<file path="src/rtl/relu_sr_arbiter.sv">
// Four-requester round-robin arbiter feeding a 2-stage Q7.24 -> Q3.12 round/saturate/ReLU pipeline.
// Optional feature: define STOCH_ROUND_EN for LFSR-driven stochastic rounding (default: round half up).
module relu_sr_arbiter (
  input  logic         clk,
  input  logic         rst_n,
  input  logic [3:0]   req_valid,
  input  logic [127:0] req_data,
  output logic [3:0]   req_ready,
  output logic         out_valid,
  output logic [15:0]  out_data,
  output logic [1:0]   out_id,
  input  logic         out_ready,
  output logic [15:0]  sat_count,
  input  logic         sat_clr
);

  // Handshake: a transfer happens on a rising edge where valid && ready are both high.
  // Upstream req_ready never depends on anything but advance and req_valid; out_valid
  // holds with stable out_data/out_id until out_ready is seen high.

  logic        advance;
  logic        accept;
  logic        grant_any;
  logic [1:0]  grant_id;
  logic [1:0]  cand;
  logic [1:0]  ptr;

  logic        s1_valid;
  logic [31:0] s1_data;
  logic [1:0]  s1_id;
  logic [11:0] s1_rnd;

  logic [11:0] rnd;
  logic        carry;
  logic [19:0] q;
  logic        is_neg;
  logic        is_sat;
  logic [15:0] result;

  assign advance = !(out_valid && !out_ready);

  // Search starts one past the last winner so every valid requester is served in turn.
  always_comb begin
    grant_any = 1'b0;
    grant_id  = ptr;
    cand      = ptr;
    for (int k = 1; k <= 4; k++) begin
      cand = ptr + 2'(k);
      if (!grant_any && req_valid[cand]) begin
        grant_any = 1'b1;
        grant_id  = cand;
      end
    end
  end

  assign accept    = rst_n && advance && grant_any;
  assign req_ready = accept ? (4'b0001 << grant_id) : 4'b0000;

  always_ff @(posedge clk or negedge rst_n) begin
    if (!rst_n) begin
      ptr <= 2'd3;
    end else if (accept) begin
      ptr <= grant_id;
    end
  end

`ifdef STOCH_ROUND_EN
  logic [15:0] lfsr;
  logic [15:0] lfsr_nxt;

  assign lfsr_nxt = {lfsr[0], lfsr[15] ^ lfsr[0], lfsr[14] ^ lfsr[0], lfsr[13],
                     lfsr[12] ^ lfsr[0], lfsr[11:1]};
  assign rnd      = lfsr[11:0];

  // Steps only on accepts, so stalls and bubbles leave the sequence untouched.
  always_ff @(posedge clk or negedge rst_n) begin
    if (!rst_n) begin
      lfsr <= 16'h9FC7;
    end else if (accept) begin
      lfsr <= lfsr_nxt;
    end
  end
`else
  assign rnd = 12'h800;
`endif

  always_ff @(posedge clk or negedge rst_n) begin
    if (!rst_n) begin
      s1_valid <= 1'b0;
      s1_data  <= 32'h0;
      s1_id    <= 2'd0;
      s1_rnd   <= 12'h0;
    end else if (advance) begin
      s1_valid <= accept;
      if (accept) begin
        s1_data <= req_data[32*grant_id +: 32];
        s1_id   <= grant_id;
        s1_rnd  <= rnd;
      end
    end
  end

  // Only the carry out of the fraction matters; q = (data + rnd) >> 12 with 20-bit wrap.
  assign carry  = ({1'b0, s1_data[11:0]} + {1'b0, s1_rnd}) >= 13'h1000;
  assign q      = s1_data[31:12] + {19'h0, carry};
  assign is_neg = q[19];
  assign is_sat = !q[19] && (|q[18:15]);

  always_comb begin
    result = q[15:0];
    if (is_neg) begin
      result = 16'h0000;
    end else if (is_sat) begin
      result = 16'h7FFF;
    end
  end

  always_ff @(posedge clk or negedge rst_n) begin
    if (!rst_n) begin
      out_valid <= 1'b0;
      out_data  <= 16'h0;
      out_id    <= 2'd0;
    end else if (advance) begin
      out_valid <= s1_valid;
      if (s1_valid) begin
        out_data <= result;
        out_id   <= s1_id;
      end
    end
  end

  always_ff @(posedge clk or negedge rst_n) begin
    if (!rst_n) begin
      sat_count <= 16'h0;
    end else if (sat_clr) begin
      sat_count <= 16'h0;
    end else if (advance && s1_valid && is_sat && (sat_count != 16'hFFFF)) begin
      sat_count <= sat_count + 16'd1;
    end
  end

endmodule

</file>
<file path="config.mk">
export PLATFORM = sky130hd
export DESIGN_NAME = relu_sr_arbiter
export DESIGN_NICKNAME = d
export VERILOG_FILES = /design/src/rtl/relu_sr_arbiter.sv
export SDC_FILE = /design/constraint.sdc
export NUM_CORES = 1
export LEC_CHECK = 0
export CORE_AREA = 8 8 106 108
export CTS_CLUSTER_DIAMETER = 30
export CTS_CLUSTER_SIZE = 25
export DETAILED_ROUTE_END_ITERATION = 12
export DIE_AREA = 0 0 114 116
export PLACE_DENSITY = 0.8
export SYNTH_ARGS = -nofsm -noshare
export SYNTH_HDL_FRONTEND = slang
export SYNTH_SLANG_ARGS = --single-unit
</file>
<file path="constraint.sdc">
create_clock -name clk -period 2.75 [get_ports clk]
set_clock_uncertainty 0.2 [all_clocks]
set_input_delay 0.55 -clock clk [delete_from_list [all_inputs] [get_ports clk]]
set_output_delay 0.55 -clock clk [all_outputs]
set_load 0.01 [all_outputs]
</file>
# ---- Yosys cells after proc, flatten, opt, wreduce, memory -nomap -nowiden
# Cells that the tools add are included.
dict set report word_totals {
  word_cells 65
  reg_bits 73
}
dict set report classes {
  n_lt_le_gt_ge 5
  mux 21
  eq_ne 1
  addsub 6
  bitwise 1
  reduce_logical 20
  shift 2
}
# op count
set ops {}
lappend ops {{$shiftx A128 B8 Y32} 1}
lappend ops {{$mux W16} 4}
lappend ops {{$add A20 B1 Y20} 1}
lappend ops {{$add A16 B1 Y16 const B} 1}
lappend ops {{$ne A16 B16 Y1 const B} 1}
lappend ops {{$add A12 B12 Y13} 1}
lappend ops {{$ge A13 B13 Y1 const B} 1}
lappend ops {{$lt A2 B3 Y1 const B} 4}
lappend ops {{$logic_and A1 B1 Y1} 10}
lappend ops {{$bmux W1 S2} 4}
lappend ops {{$mux W1} 8}
lappend ops {{$mux W2} 4}
lappend ops {{$logic_not A1 Y1} 6}
lappend ops {{$add A2 B2 Y2 const B} 2}
lappend ops {{$mux W4} 1}
lappend ops {{$reduce_and A2 Y1} 2}
lappend ops {{$reduce_or A4 Y1} 1}
lappend ops {{$shl A1 B2 Y4 const A} 1}
lappend ops {{$add A2 B1 Y2 const B} 1}
lappend ops {{$reduce_bool A2 Y1} 1}
lappend ops {{$not A1 Y1} 1}

# ---- Logic depth before layout (Yosys ltp)
dict set report depth {
  word_depth 15
  ltp_mapped 11
}

# ---- Worst setup path before layout
# Ideal clock, no wire load.
dict set report synth_timing {
  kind {input -> output}
  from {input port out_ready}
  to {output port req_ready[1]}
  setup_slack_ps 191
  cell_stages 5
  path_buffers 1
  t_arrival_ps 1809
  path_cell_list {nand2b_1 -> nand2_1 -> a21oi_1 -> clkbuf_1 -> nor3b_1}
}
dict set report synth_between {
  elab_chain_cells 6
}
# element line
set synth_rtl {}
lappend synth_rtl {{start: declaration} 12} ;# input logic out_ready,
lappend synth_rtl {{$logic_not A1 Y1} 40} ;# assign advance = !(out_valid && !out_ready);
lappend synth_rtl {{$logic_and A1 B1 Y1} 40}
lappend synth_rtl {{$logic_not A1 Y1} 40}
lappend synth_rtl {{$logic_and A1 B1 Y1 (2 in a row)} 56} ;# assign accept = rst_n && advance && grant_any;
lappend synth_rtl {{$mux W4} 57} ;# assign req_ready = accept ? (4'b0001 << grant_id) : 4'b0000;
lappend synth_rtl {{end: declaration} 8} ;# output logic [3:0] req_ready,
# No other way between the ends.

# ---- Worst setup path in the final report
dict set report layout_timing {
  from {register s1_data[11]}
  to {register sat_count[12]}
}
dict set report layout_between {
  elab_chain_cells 8
}
# element line
set layout_rtl {}
lappend layout_rtl {{start: declaration} 29} ;# logic [31:0] s1_data;
lappend layout_rtl {{start signal: assignment} 96} ;# s1_data <= req_data[32*grant_id +: 32];
lappend layout_rtl {{$add A12 B12 Y13 (*)} 104} ;# assign carry = ({1'b0, s1_data[11:0]} + {1'b0, s1_rnd}) >= 13'h1000;
lappend layout_rtl {{$ge A13 B13 Y1 (*)} 104}
lappend layout_rtl {{$add A20 B1 Y20 (*)} 105} ;# assign q = s1_data[31:12] + {19'h0, carry};
lappend layout_rtl {{$reduce_or A4 Y1 or $logic_not A1 Y1 (tied branches)} 107} ;# assign is_sat = !q[19] && (|q[18:15]);
lappend layout_rtl {{$logic_and A1 B1 Y1 (*)} 107}
lappend layout_rtl {{$logic_and A1 B1 Y1 (*) (2 in a row)} 137} ;# end else if (advance && s1_valid && is_sat && (sat_count != 16'hFFFF)) begin
lappend layout_rtl {{$reduce_bool A2 Y1 (no source line) (*)} n/a}
lappend layout_rtl {{end signal: assignment} 138} ;# sat_count <= sat_count + 16'd1;
lappend layout_rtl {{end: declaration} 13} ;# output logic [15:0] sat_count,
# Every way passes the cells marked *; elsewhere a longest branch is shown, timed or not.
# A chain may end at the register's enable or synchronous reset.

==> run summary <==
The H-tree was split into 3 levels. The run gives 3633 as the via count of the first global-routing pass. The library cell used most frequently in the layout, excluding fill and tap cells, is sky130_fd_sc_hd__clkdlybuf4s50_1. In this run the mean area of a mapped cell was 10.4 µm². After clock tree synthesis, the clock-pin slew on the worst setup and hold paths is 0.07 ns.

The all-layer global routing usage is 0.164, and the detailed-route wire length per cell is 16.9 µm. The flow ran to the end, and the final reports show no timing, DRC or antenna violations. The run gives 0 as the max-slew violation count.

The post-synthesis async set-or-reset flop share is 1.00. The kind of capture point of the worst setup path was a flip-flop. The setup-violating endpoint count in the final report was 0. For the worst setup path, the data arrival time is 2.69 ns. Counting I/O delays and the setup requirement, the final critical path takes 2.66 ns.

For this run, design rule violations remaining after detail routing come to 0. The remaining global-route overflow was 0. In the layout the commonest cells are 121 x sky130_fd_sc_hd__clkdlybuf4s50_1, 64 x sky130_fd_sc_hd__mux2i_1, 60 x sky130_fd_sc_hd__dfrtp_1.

Among all flip-flop cells after synthesis, the most frequent one is sky130_fd_sc_hd__dfrtp_1. Entering global routing, the biggest net connects 63 pins. The post-route antenna net violation count was 0. The number of synthesis warnings was 0; the achievable clock frequency was 376 MHz. The number of vias in the routed layout was 3580; the site row count was 36. Port buffering added 130 buffers. The die is 114 µm wide. At the pin with the least slew margin, the transition time is 0.775 ns.

The final-report hold violation count is 0. The run gives 0.622 as the final cell utilization of the core. The fraction of layout cells with a size suffix above 1 is 0.198, and the number of top-level pins is 175.

The congestion estimate from routability-driven global placement came to 0.860. The logs give 0.0132 mm² for the area of the die and 309 µV for the peak ir drop on the vdd network. The max-cap check violation count was 0.

The total CTS buffers is 9, and the number of library cell types mapped by synthesis is 48. In this run the critical register-to-register path is launched from s1_data[11]. Using the TritonRoute via totals, the vias-per-cell ratio works out to 5.35. The total iterations of the first detailed-routing run was 4.

The tools report the wire length reported by the detailed router as 11300 µm. TritonCTS built the clock tree. The standby leakage power was 2.52 nW; the initial standard-cell utilization of the core was 0.420. Measured along the y axis, the die boundary spans 116 µm. The root buffer cell chosen for the clock tree is sky130_fd_sc_hd__clkbuf_8. Detailed placement finished with a half-perimeter wire length of 8120 µm. The number of antenna violations at the first check in global routing is 0.

In this run, synthesis produced a sequential element count of 62. For the worst-skew pair, the clock arrives at the later sink with an insertion delay of 0.35 ns. The repair_antennas step left the layout with diodes totalling 0.

For the final routed database, the setup TNS stands at 0 ns. The maximum clock path buffer count was 2; the number of enable-type register cells in the synthesized netlist was 0. The number of nets in the synthesized netlist is 523. The final clock period utilization by the worst path works out to 0.968. For the required time at the worst-slack endpoint, the log shows 2.78 ns. The first global-routing pass estimated 17500 µm of wire. The run gives 0.388 as the sequential area share after synthesis.

The tools report the category of the worst setup path launch point as a flip-flop. The setup path with the least slack is of type flip-flop to flip-flop. Cell area after synthesis: 0.00401 mm². The logs give 0.483 for the worst-case headroom to the max-slew limit and 0.00955 mm² for the placeable core area. The tools report the final net count as 670. The completed layout was analyzed and its total power is 4.55 mW. The class of the tightest hold or removal check was input pin to async pin. The largest fanout of any net on the critical path works out to 6. The most critical setup path has its startpoint at s1_data[11]. The number of inserted filler cells in the final layout was 784.

The number of instances in the synthesized netlist is 384, and the total power divided by cell area is 766 mW/mm². The logs give 200 for the number of violations reported at the end of detailed-routing iteration 0 and 62 for the clock net sink count. The synthesis-to-finish area growth was 48.2%.
==> synthesized netlist by cell type, types with 8 or more instances <==
master,instances,area (µm²)
sky130_fd_sc_hd__clkbuf_1,8,30.0
sky130_fd_sc_hd__a21oi_1,24,120
sky130_fd_sc_hd__nand3_1,8,40.0
sky130_fd_sc_hd__a21o_1,11,82.6
sky130_fd_sc_hd__nor2_1,24,90.1
sky130_fd_sc_hd__mux2i_1,64,641
sky130_fd_sc_hd__nand4_1,12,75.1
sky130_fd_sc_hd__nor2b_1,12,75.1
sky130_fd_sc_hd__nor4_2,8,100
sky130_fd_sc_hd__nand2_1,17,63.8
sky130_fd_sc_hd__buf_2,9,45.0
sky130_fd_sc_hd__mux2_2,23,259
sky130_fd_sc_hd__inv_1,11,41.3
sky130_fd_sc_hd__dfrtp_1,60,1500
sky130_fd_sc_hd__o21ai_0,12,60.1
==> routing by layer <==
layer | vias to the layer above | track usage | part of all wire
met2 | 132 | 0.281 | 0.50
met3 | 16 | 0.0479 | 0.066
met4 | 0 | 0.0754 | 0.018
li1 | 1721 | - | -
met1 | 1711 | 0.184 | 0.42
met5 | - | 0 | 0
==> power breakdown <==
part	leakage (nW)	internal, mW	switching (mW)	total (mW)
Combinational	1.65	1.16	0.963	2.13
Sequential	0.768	1.24	0.333	1.57
Clock	0.107	0.496	0.357	0.853
Total	2.52	2.90	1.65	4.55
==> worst paths after layout <==
kind	end	slack, ns	depth (start not counted)
max in group asynchronous	sat_count[0]	1.63	2
worst min register to register	out_data[10]	0.28	1
worst min-delay path	sat_count[7]	0.19	2
min in group clk	out_data[10]	0.28	1
worst max-delay path	sat_count[12]	0.09	8
worst max register to register	sat_count[12]	0.09	8
==> repair_timing <==
item / CTS / global route
cloned: 1 / 3
buffers inserted: 2 / 6
hold buffers: 0 / 0
pin swaps: 4 / 13
gates resized for setup: 21 / 21
setup endpoints to repair: 19 / 45
==> flip-flops by register name (all words and copies together) (netlist names), 2 cells and up <==
name       count
ptr            2
s1_data       21
s1_id          2
sat_count     16
out_id         2
out_data      16
==> metrics by stage <==
stage	hold slack, ns	area, µm²	instances	setup WS [ns]
finish	0.191	5940	669	0.0883
global route	0.266	5940	669	-0.00997
CTS	0.227	5760	660	-0.0336
detailed placement	0.268	5520	641	-0.465
global placement	0.244	5520	641	-0.345
floorplan	0.0544	4010	384	0.191
==> worst max-delay path: stages (launching register included) <==
cell and delay, ns:
sky130_fd_sc_hd__dfrtp_1 0.35, sky130_fd_sc_hd__and2_1 0.16, sky130_fd_sc_hd__ha_4 0.16, sky130_fd_sc_hd__and4_4 0.25, sky130_fd_sc_hd__and4bb_4 0.28, sky130_fd_sc_hd__a31o_4 0.25, sky130_fd_sc_hd__nand4_4 0.20, sky130_fd_sc_hd__nor4_2 0.34
sky130_fd_sc_hd__mux2_1 0.36
==> final cells by class <==
cell class	count	area (µm²)	area share
clock buffers	14	173	0.0291
clock inverters	2	38.8	0.00653
inverters	11	41.3	0.00695
multi-input cells	290	2440	0.411
flip-flops and latches	62	1550	0.262
well taps	133	166	0.0280
repair buffers	157	1520	0.256
==> cells by family (layout without fill, tap and decap cells) <==
group / Yosys count / after routing / share of synthesized area
AOI/OAI and AO/OA: 61 / 61 / 0.0996
xor gates and xnor gates: 11 / 11 / 0.0240
adders and majority gates: 3 / 3 / 0.00937
buffers and inverters: 35 / 184 / 0.0450
DFF: 62 / 62 / 0.388
muxes: 94 / 94 / 0.244
and+or+nand+nor: 118 / 121 / 0.190
(Power assumes the default switching activity.)
